**src/rtl/fir_seq_pkg.sv**
```systemverilog
// Shared definitions for the chirp-frame FIR sequencer: state encodings and
// default frame geometry used by fir_seq and its watchdog.
package fir_seq_pkg;

    typedef enum logic [1:0] {
        FIR_SEQ_IDLE   = 2'd0,
        FIR_SEQ_FLUSH  = 2'd1,
        FIR_SEQ_WARMUP = 2'd2,
        FIR_SEQ_ACTIVE = 2'd3
    } fir_seq_state_t;

    localparam int FIR_SEQ_NSAMPLES_DEF     = 1024;
    localparam int FIR_SEQ_DISCARD_DEF      = 10;
    localparam int FIR_SEQ_FLUSH_CYCLES_DEF = 24;
    localparam int FIR_SEQ_CNTW_DEF         = 11;
    localparam int FIR_SEQ_TIMEOUT_DEF      = 4096;

    // True while the FIR is released from reset and expected to produce data.
    function automatic logic fir_seq_fir_running(input fir_seq_state_t s);
        return (s == FIR_SEQ_WARMUP) || (s == FIR_SEQ_ACTIVE);
    endfunction

endpackage

```
**src/rtl/fir_seq_wdog.sv**
```systemverilog
// Stall watchdog for the FIR sequencer. Counts enabled cycles since the last
// clear and raises expire during the TIMEOUT-th such cycle. Only instantiated
// when FIR_SEQ_TIMEOUT_EN is defined.
module fir_seq_wdog
    import fir_seq_pkg::*;
#(
    parameter int TIMEOUT = FIR_SEQ_TIMEOUT_DEF
) (
    input  logic clk_i,
    input  logic rst_i,
    input  logic clear,
    input  logic enable,
    output logic expire
);

    localparam int WW = $clog2(TIMEOUT + 1);

    logic [WW-1:0] count;

    // Idle-cycle counter; holds once expired so it can never wrap.
    always_ff @(posedge clk_i) begin
        if (rst_i || clear) begin
            count <= '0;
        end else if (enable && !expire) begin
            count <= count + 1'b1;
        end
    end

    assign expire = enable && !clear && (count == WW'(TIMEOUT - 1));

endmodule

```
**src/rtl/fir_seq.sv**
```systemverilog
// Chirp-frame sequencer sitting between the decimating FIR and the FFT/frame
// buffer. Flushes the FIR between chirps, drops warm-up outputs, passes
// exactly NSAMPLES samples per chirp with sof/eof tags, and flags chirps that
// arrive while a frame is in progress.
// Optional feature: define FIR_SEQ_TIMEOUT_EN to add a stall watchdog that
// abandons the frame after TIMEOUT cycles without FIR output.
module fir_seq
    import fir_seq_pkg::*;
#(
    parameter int OW           = 16,
    parameter int NSAMPLES     = FIR_SEQ_NSAMPLES_DEF,
    parameter int DISCARD      = FIR_SEQ_DISCARD_DEF,
    parameter int FLUSH_CYCLES = FIR_SEQ_FLUSH_CYCLES_DEF,
    parameter int CNTW         = FIR_SEQ_CNTW_DEF
`ifdef FIR_SEQ_TIMEOUT_EN
    ,
    parameter int TIMEOUT      = FIR_SEQ_TIMEOUT_DEF
`endif
) (
    input  logic          clk_i,
    input  logic          rst_i,
    input  logic          chirp_start_i,
    input  logic          abort_i,
    output logic          fir_rst_o,
    output logic          fir_ce_o,
    input  logic          fir_dv_i,
    input  logic [OW-1:0] fir_data_i,
    output logic          dv_o,
    output logic [OW-1:0] data_o,
    output logic          sof_o,
    output logic          eof_o,
    output logic          busy_o,
    output logic          overrun_o,
    output logic          timeout_o
);

    fir_seq_state_t  state;
    logic [CNTW-1:0] cnt;
    logic            wdog_expire;

`ifdef FIR_SEQ_TIMEOUT_EN
    logic fir_running;

    assign fir_running = fir_seq_fir_running(state);

    fir_seq_wdog #(
        .TIMEOUT (TIMEOUT)
    ) u_wdog (
        .clk_i  (clk_i),
        .rst_i  (rst_i),
        .clear  (fir_dv_i || !fir_running),
        .enable (fir_running),
        .expire (wdog_expire)
    );
`else
    assign wdog_expire = 1'b0;
`endif

    // Frame FSM with its shared phase counter; every output is a register so
    // the FIR and downstream buffer see glitch-free, state-aligned controls.
    always_ff @(posedge clk_i) begin
        if (rst_i) begin
            state     <= FIR_SEQ_IDLE;
            cnt       <= '0;
            fir_rst_o <= 1'b1;
            fir_ce_o  <= 1'b0;
            dv_o      <= 1'b0;
            data_o    <= '0;
            sof_o     <= 1'b0;
            eof_o     <= 1'b0;
            busy_o    <= 1'b0;
            overrun_o <= 1'b0;
            timeout_o <= 1'b0;
        end else begin
            dv_o      <= 1'b0;
            sof_o     <= 1'b0;
            eof_o     <= 1'b0;
            overrun_o <= 1'b0;
            timeout_o <= 1'b0;
            if (abort_i || wdog_expire) begin
                state     <= FIR_SEQ_IDLE;
                cnt       <= '0;
                fir_rst_o <= 1'b1;
                fir_ce_o  <= 1'b0;
                busy_o    <= 1'b0;
                timeout_o <= !abort_i && wdog_expire;
            end else begin
                overrun_o <= chirp_start_i && (state != FIR_SEQ_IDLE);
                case (state)
                    FIR_SEQ_IDLE: begin
                        if (chirp_start_i) begin
                            state  <= FIR_SEQ_FLUSH;
                            cnt    <= '0;
                            busy_o <= 1'b1;
                        end
                    end
                    FIR_SEQ_FLUSH: begin
                        if (cnt == CNTW'(FLUSH_CYCLES - 1)) begin
                            state     <= (DISCARD == 0) ? FIR_SEQ_ACTIVE : FIR_SEQ_WARMUP;
                            cnt       <= '0;
                            fir_rst_o <= 1'b0;
                            fir_ce_o  <= 1'b1;
                        end else begin
                            cnt <= cnt + 1'b1;
                        end
                    end
                    FIR_SEQ_WARMUP: begin
                        if (fir_dv_i) begin
                            if (cnt == CNTW'(DISCARD - 1)) begin
                                state <= FIR_SEQ_ACTIVE;
                                cnt   <= '0;
                            end else begin
                                cnt <= cnt + 1'b1;
                            end
                        end
                    end
                    FIR_SEQ_ACTIVE: begin
                        if (fir_dv_i) begin
                            dv_o   <= 1'b1;
                            data_o <= fir_data_i;
                            sof_o  <= (cnt == '0);
                            eof_o  <= (cnt == CNTW'(NSAMPLES - 1));
                            if (cnt == CNTW'(NSAMPLES - 1)) begin
                                state     <= FIR_SEQ_IDLE;
                                cnt       <= '0;
                                fir_rst_o <= 1'b1;
                                fir_ce_o  <= 1'b0;
                                busy_o    <= 1'b0;
                            end else begin
                                cnt <= cnt + 1'b1;
                            end
                        end
                    end
                    default: begin
                        state <= FIR_SEQ_IDLE;
                    end
                endcase
            end
        end
    end

endmodule
```
**config.mk**
```make
export PLATFORM = sky130hd
export DESIGN_NAME = fir_seq
export DESIGN_NICKNAME = d
export VERILOG_FILES = /design/src/rtl/fir_seq_pkg.sv /design/src/rtl/fir_seq_wdog.sv /design/src/rtl/fir_seq.sv
export SDC_FILE = /design/constraint.sdc
export NUM_CORES = 1
export LEC_CHECK = 0
export CORE_MARGIN = 2
export CORE_UTILIZATION = 43
export DETAILED_ROUTE_END_ITERATION = 10
export GPL_ROUTABILITY_DRIVEN = 0
export PLACE_DENSITY = 0.75
export SLEW_MARGIN = 30
export SYNTH_ARGS = -nofsm -noshare
export SYNTH_HDL_FRONTEND = slang
export SYNTH_SLANG_ARGS = --single-unit
```
**constraint.sdc**
```tcl
create_clock -name clk_i -period 1.99 [get_ports clk_i]
set_input_delay 0.398 -clock clk_i [delete_from_list [all_inputs] [get_ports clk_i]]
set_output_delay 0.398 -clock clk_i [all_outputs]
set_load 0.01 [all_outputs]
```
# Word level (Yosys, flattened, before mapping)
# Index checks and enable logic that the tools add are counted.
# totals
ff_bits	36
in_bits	21
output_inout_bits	24
elab_cells	65
# op_classes
addsub	1
n_eq_ne	12
mux	25
bitwise	3
n_reduce_logical	14
# op_table
operator	count
two-way mux 11 bit	6
one-hot mux 11 bit (4 select lines)	1
two-way mux 2 bit	6
inequality test 2 bit (second input constant)	6
adder 11 x 1 -> 11 bit (second input constant)	1
== test 11 x 10 -> 1 bit (second input constant)	1
== test 11 x 4 -> 1 bit (second input constant)	1
== test 11 x 5 -> 1 bit (second input constant)	1
zero test 11 bit	1
two-way mux 1 bit	8
one-hot mux 2 bit (4 select lines)	1
AND reduction 4 bit	2
one-hot mux 1 bit (2 select lines)	3
AND reduction 3 bit	2
AND reduction 6 bit	1
nonzero test 2 bit	3
== test 2 bit (second input constant)	2
OR reduction 4 bit	1
NOT 1 bit	3
OR reduction 3 bit	1
== test 2 x 1 -> 1 bit (second input constant)	1
zero test 2 bit	1
OR reduction 2 bit	1
logical AND 1 bit	1

# Depth between registers and ports, before layout
# logic_depth
depth_word	4
ltp_mapped	9
mapped_depth_nobuf	7

# Least setup slack after synthesis
# Ideal clock, no wire load.
# synth_timing
kind	reg2reg
from	register cnt[4]
to	register cnt[4]
setup_time_ns	0.120
t_arrival_ns	1.845
required_time_ns	1.870
path_slack_ns	0.025
path_stages_with_launch	8
path_cell_list	dfxtp_1 buf_6 or4_1 o31ai_2 a31o_1 buf_6 nor4_1 a211o_1
# synth_between
elab_chain_len	4
# synth_lines
item	line	source
start, declared	fir_seq.sv:38	logic [CNTW-1:0] cnt;
start signal, assigned	fir_seq.sv:104	cnt <= cnt + 1'b1;
start signal, assigned	fir_seq.sv:113	cnt <= cnt + 1'b1;
start signal, assigned	fir_seq.sv:130	cnt <= cnt + 1'b1;
adder 11 x 1 -> 11 bit, or another cell as far along	fir_seq.sv:104, fir_seq.sv:113, fir_seq.sv:130	
two-way mux 11 bit (on tied branches)	fir_seq.sv:123, fir_seq.sv:109	
two-way mux 11 bit (on tied branches)	fir_seq.sv:118, fir_seq.sv:108	
one-hot mux 11 bit (4 select lines) (*)	fir_seq.sv:89	case (state)
# Mark *: on every way between the ends. The rest lies on a longest branch, timed or not. The select of a mux whose other input is x is not followed.
# A chain may end at the register's enable or synchronous reset.

# Worst setup path in the final report
# layout_timing
from	register cnt[8]
to	register cnt[4]
# layout_between
elab_chain_len	4
# layout_lines
item	line
== test 11 x 10 -> 1 bit / == test 11 x 4 -> 1 bit (equally long branches)	fir_seq.sv:123, fir_seq.sv:109
two-way mux 11 bit (on tied branches)	fir_seq.sv:123, fir_seq.sv:109
two-way mux 11 bit (on tied branches)	fir_seq.sv:118, fir_seq.sv:108
one-hot mux 11 bit (4 select lines) (*)	fir_seq.sv:89
# Marks and branches as above.

==> flow_metrics.py <==
metrics = {
    "sta": {
        "grt_setup_unrepaired": "true",
        "hold_slack_ns": 0.455,
        "drv_slew": 0,
        "fmaxAchievable_ghz": 0.513,
        "finalClockSkew_ns": 0.00704,
        "period_needed_ns": 1.95,
        "setup_viol": 0,
        "min_period_over_period_pct": 98.0,
        "final_hold_viol_count": 0,
    },
    "synthesis": {
        "syn_area_um2": 1690,
        "yosysSeqAreaShare_pct": 42.6,
        "synth_seq_cells": 36,
        "ys_types": 47,
        "synth_fp_nets": 230,
        "ys_warn_count": 0,
        "synth.avg_cell_area_um2": 8.37,
        "synth_cells": 202,
    },
    "grt": {
        "grt_pass1_wl_mm": 6.86,
        "grtUsageTotal_pct": 20.5,
        "grt_max_degree": 19,
        "antenna_found_initial": 0,
        "grt-ovfl-total": 0,
        "first_global_vias": 1497,
    },
    "placed_design": {
        "io_buffers": 43,
        "dp_cells": 305,
        "hpwl_mm": 3.15,
    },
    "clock_tree": {
        "h-tree-depth": 2,
        "cts.clk_slew.worst_paths_ns": 0.07,
        "clock_latency_ns": 0.28,
        "clkSinkCount": 36,
        "postCtsHoldBufs": 0,
        "cts_buffers": 5,
        "cts_buffer_depth": 2,
        "cts_tree": "yes",
        "clockRootBuffer": "clkbuf_8",
    },
    "setup_path": {
        "rrSetupSlack_ns": 0.04,
        "end_kind": "flop",
        "path_class": "reg2reg",
        "r2r-start": "cnt[8]",
        "reg2reg_depth": 5,
        "slowest_delay_ns": 0.57,
        "crit_path_top_delay_cell": "or4_4",
        "arrival_ns": 2.13,
        "timing.rr.end": "cnt[4]",
        "cp.required_ns": 2.17,
        "crit_fanout": 6,
        "path_cells": "or4_4, o41ai_4, a31o_2, nor4_1, a211o_1",
        "cp-start-kind": "flop",
    },
    "pwr": {
        "seqPwrFrac_pct": 52.0,
        "power_mw": 1.40,
        "p_sw_mw": 0.318,
        "clkPwrFrac_pct": 37.2,
        "p_per_area_nw_per_um2": 579,
        "switching_share_pct": 22.7,
        "leakage_nw": 0.895,
        "vdd_drop_max_v": 0.000520,
        "internal-power_mw": 1.08,
        "combPwrFrac_pct": 10.8,
    },
    "floorplan": {
        "die_y_um": 66.7,
        "num_rows": 22,
        "dieArea_um2": 4450,
        "die_w_um": 66.7,
        "start_util_pct": 45.5,
        "core_um2": 3720,
        "io_pins": 45,
    },
    "final_layout": {
        "syn_to_final_growth_pct": 43.3,
        "stdcell_count": 314,
        "num-fill-cells": 347,
        "final_cell_mix": "43 x nand2_1, 43 x clkdlybuf4s50_1, 36 x dfxtp_1, 26 x buf_4, 20 x a21oi_1",
        "drive_gt1_share_pct": 17.3,
        "diodes": 0,
        "nets": 293,
    },
    "min_path": {
        "worst_hold_path.endpoint": "data_o[4]",
        "hold_path.class": "reg2reg",
        "worstHoldStart": "data_o[4]",
        "whs_path_depth": 2,
    },
    "routing": {
        "vias": 1633,
        "wl_per_cell_um": 13.3,
        "drc_errors": 0,
        "viasPerCell": 5.20,
        "ant_nets": 0,
        "drt_iter0_drc": 80,
        "drt_pass1_iterations": 6,
        "totalWireLength_mm": 4.17,
    },
    "run": {
        "maxCapViolations": 0,
    },
    "run_status": {
        "status": "finished, final reports clean",
    },
}
[worst max-delay path: cells and delay by family, from the launching register on]
family | cells | cell delay, ns
and+or+nand+nor | 2 | 0.64
AOI/OAI and AO/OA | 3 | 0.90
DFF | 1 | 0.31
[flip-flops by register name, summed over array words and instances (netlist names)]
signal / cells
fir_rst_o: 1
sof_o: 1
state: 2
dv_o: 1
data_o: 16
busy_o: 1
fir_ce_o: 1
cnt: 11
eof_o: 1
overrun_o: 1
[cells in the mapped netlist (all sizes together)]
library cell / number / area [um2]
a2bb2oi: 1 / 8.76
buf: 4 / 33.8
or4: 2 / 18.8
a211oi: 4 / 30.0
inv: 8 / 30.0
a31o: 2 / 17.5
o31ai: 2 / 20.0
nand4: 3 / 18.8
nor3b: 3 / 22.5
clkbuf: 9 / 33.8
conb: 1 / 3.75
nand3b: 1 / 7.51
a21bo: 1 / 10.0
nand3: 5 / 25.0
a311oi: 1 / 8.76
or2: 1 / 6.26
a31oi: 1 / 6.26
a211o: 1 / 8.76
and4b: 2 / 20.0
nand2: 43 / 161
nor4: 1 / 6.26
o311a: 1 / 10.0
or3: 3 / 18.8
nor2b: 1 / 6.26
o41ai: 2 / 36.3
nand4b: 1 / 8.76
nor3: 2 / 10.0
nor2: 10 / 37.5
and3: 2 / 12.5
ha: 7 / 87.6
xor2: 3 / 26.3
a21oi: 21 / 105
nand2b: 2 / 12.5
o21a: 1 / 7.51
dfxtp: 36 / 721
and4: 2 / 17.5
a21boi: 2 / 15.0
a221oi: 2 / 17.5
and2: 2 / 12.5
o21ai: 6 / 30.0
[layer usage]
layer | vias up | global-route usage (%) | wire length (um) | share of wire, %
li1 | 826 | - | - | -
met1 | 750 | 27.0 | 1990 | 48
met2 | 53 | 33.0 | 1900 | 45
met3 | 4 | 5.57 | 260 | 6.2
met4 | 0 | 5.36 | 27 | 0.65
met5 | - | 0 | 0 | 0
[through the flow]
| stage | util [%] | setup TNS (ns) | setup WS, ns | cell area [um2] |
|---|---|---|---|---|
| 3_5_place_dp | 61.9 | -0.118 | -0.0557 | 2300 |
| 4_1_cts | 64.6 | 0 | 0.0393 | 2400 |
| 5_1_grt | 65.2 | -0.0431 | -0.0171 | 2420 |
| 2_1_floorplan | - | 0 | 0.0249 | 1690 |
| 3_3_place_gp | 61.9 | 0 | 0.00959 | 2300 |
| 6_report | 65.2 | 0 | 0.0398 | 2420 |
[power by group through the flow]
stage,clock (mW),sequential [mW],combinational (mW)
final,0.523,0.729,0.151
after CTS,0.539,0.729,0.144
after floorplan,0,0.747,0.0604
after global placement,0,0.745,0.139
after global routing,0.571,0.729,0.164
after detailed placement,0,0.746,0.139
[worst max-delay path by stage]
stage,startpoint,to,slack (ns),cells past startpoint
after global placement,chirp_start_i,cnt[7],0.01,6
after CTS,cnt[8],cnt[4],0.04,5
after global routing,cnt[8],cnt[2],-0.02,7
final,cnt[8],cnt[4],0.04,5
after floorplan,cnt[4],cnt[4],0.02,7
after detailed placement,chirp_start_i,cnt[9],-0.06,6
[area by class of cell]
class                   instances  area, um2  share of cell area [%]
clock inverters                 2       10.0                   0.413
well taps                      48       60.1                    2.48
flip-flops and latches         36        721                    29.8
repair buffers                 69        626                    25.8
multi-input cells             145        893                    36.9
inverters                       8       30.0                    1.24
clock buffers                   6       82.6                    3.41
[timing repair]
action	4_1_cts	5_1_grt
pin swaps	2	2
setup buffers	1	0
resized for setup	0	8
cloned	0	0
endpoints found under the setup margin	2	9
[cell families (layout without fill, tap and decap cells)]
group,count (synthesis),in the layout,share of synthesized area [%]
flip-flops,36,36,42.6
AO/OA/AOI/OAI,48,48,19.6
adder cells (fa/ha/maj),7,7,5.18
XOR/XNOR,3,3,1.55
AND/OR/NAND/NOR,86,86,25.0
buffers and inverters,21,85,5.77
other,1,1,0.222
Note: power is estimated with default switching activity, not from simulation.
